<file path="src/rtl/mem_arbiter.sv">
// Three-way arbiter for a single-port synchronous RAM shared by j4 fetch (F),
// j4 data/IO (D) and an external loader (L); fixed D > F > L with starvation promotion.
module mem_arbiter #(
  parameter int WIDTH      = 16,
  parameter int PC_W       = 13,
  parameter int STARVE_MAX = 4
) (
  input  logic             clk,
  input  logic             rst_n,
  input  logic             f_req,
  input  logic [PC_W-1:0]  f_addr,
  output logic             f_gnt,
  output logic             f_rvalid,
  output logic [WIDTH-1:0] f_rdata,
  input  logic             d_req,
  input  logic             d_we,
  input  logic [WIDTH-1:0] d_addr,
  input  logic [WIDTH-1:0] d_wdata,
  output logic             d_gnt,
  output logic             d_rvalid,
  output logic [WIDTH-1:0] d_rdata,
  input  logic             l_req,
  input  logic             l_we,
  input  logic [WIDTH-1:0] l_addr,
  input  logic [WIDTH-1:0] l_wdata,
  output logic             l_gnt,
  output logic             l_rvalid,
  output logic [WIDTH-1:0] l_rdata,
  output logic             mem_en,
  output logic             mem_we,
  output logic [WIDTH-1:0] mem_addr,
  output logic [WIDTH-1:0] mem_wdata,
  input  logic [WIDTH-1:0] mem_rdata
);

  localparam logic [3:0] STARVE_LIM = 4'(STARVE_MAX);
  localparam logic [3:0] WAIT_SAT   = 4'd15;

  logic [3:0] wait_d_r, wait_f_r, wait_l_r;
  logic       d_rvalid_r, f_rvalid_r, l_rvalid_r;
  logic       urg_d_s, urg_f_s, urg_l_s;
  logic       d_gnt_s, f_gnt_s, l_gnt_s;
  logic       mem_we_s;
  logic [WIDTH-1:0] mem_addr_s, mem_wdata_s;

  // A waiting requester clears when it is served or gives up, and saturates otherwise.
  function automatic logic [3:0] next_wait(input logic req, input logic gnt, input logic [3:0] cur);
    logic [3:0] nxt;
    if (!req || gnt) begin
      nxt = 4'd0;
    end else if (cur == WAIT_SAT) begin
      nxt = WAIT_SAT;
    end else begin
      nxt = cur + 4'd1;
    end
    return nxt;
  endfunction

  // Winner selection: urgent class first, then D > F > L inside the class.
  always_comb begin
    urg_d_s = d_req && (wait_d_r >= STARVE_LIM);
    urg_f_s = f_req && (wait_f_r >= STARVE_LIM);
    urg_l_s = l_req && (wait_l_r >= STARVE_LIM);
    d_gnt_s = 1'b0;
    f_gnt_s = 1'b0;
    l_gnt_s = 1'b0;
    if (!rst_n) begin
      d_gnt_s = 1'b0;
    end else if (urg_d_s || urg_f_s || urg_l_s) begin
      d_gnt_s = urg_d_s;
      f_gnt_s = urg_f_s && !urg_d_s;
      l_gnt_s = urg_l_s && !urg_d_s && !urg_f_s;
    end else begin
      d_gnt_s = d_req;
      f_gnt_s = f_req && !d_req;
      l_gnt_s = l_req && !d_req && !f_req;
    end
  end

  // RAM command mux from the granted port; idle bus is all zero.
  always_comb begin
    mem_we_s    = 1'b0;
    mem_addr_s  = '0;
    mem_wdata_s = '0;
    case ({d_gnt_s, f_gnt_s, l_gnt_s})
      3'b100: begin
        mem_we_s    = d_we;
        mem_addr_s  = d_addr;
        mem_wdata_s = d_wdata;
      end
      3'b010: begin
        mem_we_s    = 1'b0;
        mem_addr_s  = {{(WIDTH-PC_W){1'b0}}, f_addr};
        mem_wdata_s = '0;
      end
      3'b001: begin
        mem_we_s    = l_we;
        mem_addr_s  = l_addr;
        mem_wdata_s = l_wdata;
      end
      default: begin
        mem_we_s    = 1'b0;
        mem_addr_s  = '0;
        mem_wdata_s = '0;
      end
    endcase
  end

  // Starvation counters and one-cycle read-valid pipeline; reset drops in-flight reads.
  always_ff @(posedge clk or negedge rst_n) begin
    if (!rst_n) begin
      wait_d_r   <= 4'd0;
      wait_f_r   <= 4'd0;
      wait_l_r   <= 4'd0;
      d_rvalid_r <= 1'b0;
      f_rvalid_r <= 1'b0;
      l_rvalid_r <= 1'b0;
    end else begin
      wait_d_r   <= next_wait(d_req, d_gnt_s, wait_d_r);
      wait_f_r   <= next_wait(f_req, f_gnt_s, wait_f_r);
      wait_l_r   <= next_wait(l_req, l_gnt_s, wait_l_r);
      d_rvalid_r <= d_gnt_s && !d_we;
      f_rvalid_r <= f_gnt_s;
      l_rvalid_r <= l_gnt_s && !l_we;
    end
  end

  assign d_gnt     = d_gnt_s;
  assign f_gnt     = f_gnt_s;
  assign l_gnt     = l_gnt_s;
  assign mem_en    = d_gnt_s | f_gnt_s | l_gnt_s;
  assign mem_we    = mem_we_s;
  assign mem_addr  = mem_addr_s;
  assign mem_wdata = mem_wdata_s;
  assign d_rvalid  = d_rvalid_r;
  assign f_rvalid  = f_rvalid_r;
  assign l_rvalid  = l_rvalid_r;
  assign d_rdata   = mem_rdata;
  assign f_rdata   = mem_rdata;
  assign l_rdata   = mem_rdata;

endmodule

</file>
<file path="config.mk">
export PLATFORM = sky130hd
export DESIGN_NAME = mem_arbiter
export DESIGN_NICKNAME = d
export VERILOG_FILES = /design/src/rtl/mem_arbiter.sv
export SDC_FILE = /design/constraint.sdc
export NUM_CORES = 1
export LEC_CHECK = 0
export ABC_AREA = 1
export BUFFER_PORTS_ARGS = -buffer_cell sky130_fd_sc_hd__buf_4
export CORE_AREA = 2 2 73 75
export DETAILED_ROUTE_END_ITERATION = 8
export DIE_AREA = 0 0 75 77
export HOLD_SLACK_MARGIN = 0.15
export PLACE_DENSITY = 0.87
export SKIP_CTS_REPAIR_TIMING = 1
export SLEW_MARGIN = 20
export SYNTH_ARGS = -nofsm -noshare
export SYNTH_HDL_FRONTEND = slang
export SYNTH_SLANG_ARGS = --single-unit
</file>
<file path="constraint.sdc">
create_clock -name clk -period 3.6 [get_ports clk]
set_clock_uncertainty 0.15 [all_clocks]
set_input_delay 0.18 -clock clk [delete_from_list [all_inputs] [get_ports clk]]
set_output_delay 0.18 -clock clk [all_outputs]
set_load 0.05 [all_outputs]
</file>
==> impl_metrics.csv <==
group,metric,value,unit
cts,cts.clk_slew.worst_paths,0.06,ns
cts,htree_levels,1,
final_layout,mostFrequentLayoutCell,"buf_4",
synthesis,yosys.area_share.simple,45.0,%
power_and_ir_drop,vdd_ir_drop_max,0.207,mV
final_layout,final_nets,447,
final_layout,antennaDiodeCount,0,
routing,drcViolationCount,0,
global_route,busiest_layer,"met2",
global_route,grt_use_met2,33.7,%
final_layout,area_delta_synth_final,36.9,%
timing,finalCritPeriodShare,77.3,%
floorplan,die_y,77,um
cts,numCtsBuffers,3,
power_and_ir_drop,fin_total_pwr,698,uW
cts,clock_latency,0.24,ns
final_layout,drive_gt1_share,43.4,%
timing,max_freq,359,MHz
global_route,use_met1,23.9,%
synthesis,synth.ff_latch_count,15,
placement,port_buffers,123,
cts,cts_sinks,15,
critical_path,cp_max_fo,21,
critical_path,slowest_stage,"dlygate4sd3_1",
floorplan,ios,188,
cts,cts_buffer_depth,2,
synthesis,synth_mux_area_share,0,%
timing,rsz0062_at_grt,"false",
critical_path,crit_path_cell_trace,"dlygate4sd3_1 > buf_4 > inv_1 > nand3_1 > nand2_1 > nand3_2 > inv_2 > nand2_1 > nand2_1 > buf_4",
placement,place_congestion,0.785,
global_route,antenna_found_initial,0,
critical_path,start_kind,"primary input",
global_route,grt_pass1_wl,8950,um
critical_path,arrival,2.45,ns
timing,final-hold-violation-count,0,
critical_path,cpLargestDelayFamily,"buffers and inverters",
global_route,grt_max_degree,35,
timing,slew_viol_final,0,
timing,slew_headroom,56.6,%
routing,wire_per_inst,14.2,um
status,outcome,"completed",
synthesis,synthAdderAreaFrac,2.09,%
synthesis,synth_top_family_by_area,"simple AND/OR/NAND/NOR gates",
hold_path,min-delay-path-class,"in2reg",
synthesis,yosysUniqueCellTypes,25,
timing,setup_ws,0.817,ns
placement,place_ws,1.35,ns
synthesis,ys_warn_count,0,
critical_path,critPathBufInv,5,
power_and_ir_drop,pwr_density_cell,283,nW/um^2
critical_path,slowest_delay,0.54,ns
global_route,overflow,0,
critical_path,endpoint_kind,"output port",
global_route,grt_use_met3,4.60,%
synthesis,syn_area,1800,sq um
critical_path,cpMostUsedCell,"nand2_1",
floorplan,start_util,36.1,%
placement,dp_hpwl,4630,um
synthesis,syn_area_per_cell,6.61,sq um
routing,drtIter0Drc,77,
synthesis,synth-compound-area-share,3.27,%
job,drv_cap,0,
critical_path,required,3.27,ns
routing,via_per_inst,4.92,
routing,routed_wl,5880,um
synthesis,syn-num-nets,375,
floorplan,row_count,26,
global_route,track_usage,19.5,%
routing,first_pass_iters,4,
timing,worstMarginPinSlew,0.649,ns
floorplan,fp.dieW,75,um
floorplan,placeableCoreArea,4980,sq um
critical_path,path_class,"in2out",
final_layout,finish.instance_area,2460,sq um
cts,cts_tree,"yes",
global_route,grt_pass1_vias,1936,
timing,final-setup-viol-count,0,
power_and_ir_drop,leakage,0.00138,uW
placement,dpl_cell_area,2370,sq um
timing,fin_setup_tns,0,ns
synthesis,synth_xor_area_share,0.487,%
synthesis,syn_inst,272,
floorplan,die-area,5780,sq um
routing,antenna_left,0,
routing,num_vias,2033,
final_layout,layout_common_cells,"buf_4 (124), nand3_1 (68), nand2_1 (51), dfrtp_1 (15)",
timing,fin_crit,2.78,ns
cts,clockRootBuffer,"clkbuf_8",
synthesis,yosysSeqAreaShare,20.9,%
-- area by class of cell --
type,count,area (sq um)
Clock buffer,4,45.0
Inverter,16,60.1
Fill cell,518,2510
Sequential cell,15,375
Timing Repair Buffer,129,981
Multi-Input combinational cell,179,915
Tap cell,70,87.6
-- worst register-to-register path, delay by kind of cell, from the launching register on --
| family | cells | cell delay (ns) |
|---|---|---|
| DFF | 1 | 0.44 |
| AOI/OAI and AO/OA | 1 | 0.23 |
| and+or+nand+nor | 5 | 1.09 |
-- registers in the layout, summed over array words and instances (netlist names) --
signal    count
wait_f_r      4
wait_l_r      4
f_rvalid      1
l_rvalid      1
wait_d_r      4
d_rvalid      1
-- power by group --
part / total [uW] / switching [uW] / internal (uW)
logic: 379 / 240 / 140
clock network: 132 / 53.4 / 78.2
registers: 187 / 7.92 / 179
total: 698 / 301 / 397
-- per-stage QoR --
| stage | cells | hold slack, ns | utilization, % |
|---|---|---|---|
| 6_report | 413 | 0.129 | 49.5 |
| 3_5_place_dp | 404 | -0.0404 | 47.6 |
| 2_1_floorplan | 272 | -0.266 | - |
| 4_1_cts | 408 | -0.302 | 48.5 |
| 3_3_place_gp | 404 | -0.0438 | 47.6 |
| 5_1_grt | 413 | 0.150 | 49.5 |
-- path summary, 6_finish.rpt --
check	slack, ns	startpoint	endpoint	cells past startpoint
max	0.82	d_req	mem_wdata[5]	10
min	0.13	f_req	wait_f_r[0]	3
max reg2reg	1.56	wait_d_r[2]	wait_d_r[1]	6
min reg2reg	0.35	wait_l_r[0]	wait_l_r[0]	1
max in group asynchronous	2.80	rst_n	wait_f_r[3]	2
min in group asynchronous	0.24	rst_n	f_rvalid	2
-- cell families after synthesis --
kind of cell,count (synthesis)
buffers and inverters,78
flip-flops,15
adder cells (fa/ha/maj),3
AND/OR/NAND/NOR,164
XOR/XNOR,1
AO/OA/AOI/OAI,11
-- synth_stat cells --
| library cell | count | area, sq um |
|---|---|---|
| nand3_2 | 2 | 20.0 |
| a21oi_1 | 3 | 15.0 |
| nor2_2 | 4 | 25.0 |
| and3_1 | 1 | 6.26 |
| clkinv_1 | 1 | 3.75 |
| clkbuf_1 | 4 | 15.0 |
| inv_1 | 13 | 48.8 |
| nand3_1 | 68 | 340 |
| xor2_1 | 1 | 8.76 |
| buf_6 | 3 | 33.8 |
| nand2_2 | 10 | 62.6 |
| nand4_1 | 13 | 81.3 |
| buf_4 | 50 | 375 |
| nor2_8 | 1 | 20.0 |
| nor2_1 | 12 | 45.0 |
| clkbuf_2 | 1 | 5.00 |
| dfrtp_1 | 15 | 375 |
| o21ai_2 | 1 | 8.76 |
| nand2_1 | 51 | 191 |
| nor2_4 | 1 | 11.3 |
| or2_2 | 1 | 6.26 |
| inv_2 | 2 | 7.51 |
| buf_2 | 4 | 20.0 |
| o21ai_0 | 7 | 35.0 |
| ha_1 | 3 | 37.5 |
-- layer usage --
layer | part of all wire (%) | routed length [um]
met1 | 37 | 2170
met2 | 51 | 2990
met3 | 11 | 654
met4 | 1.1 | 62
met5 | 0 | 0
No activity file was read; power rests on OpenSTA's default activity.
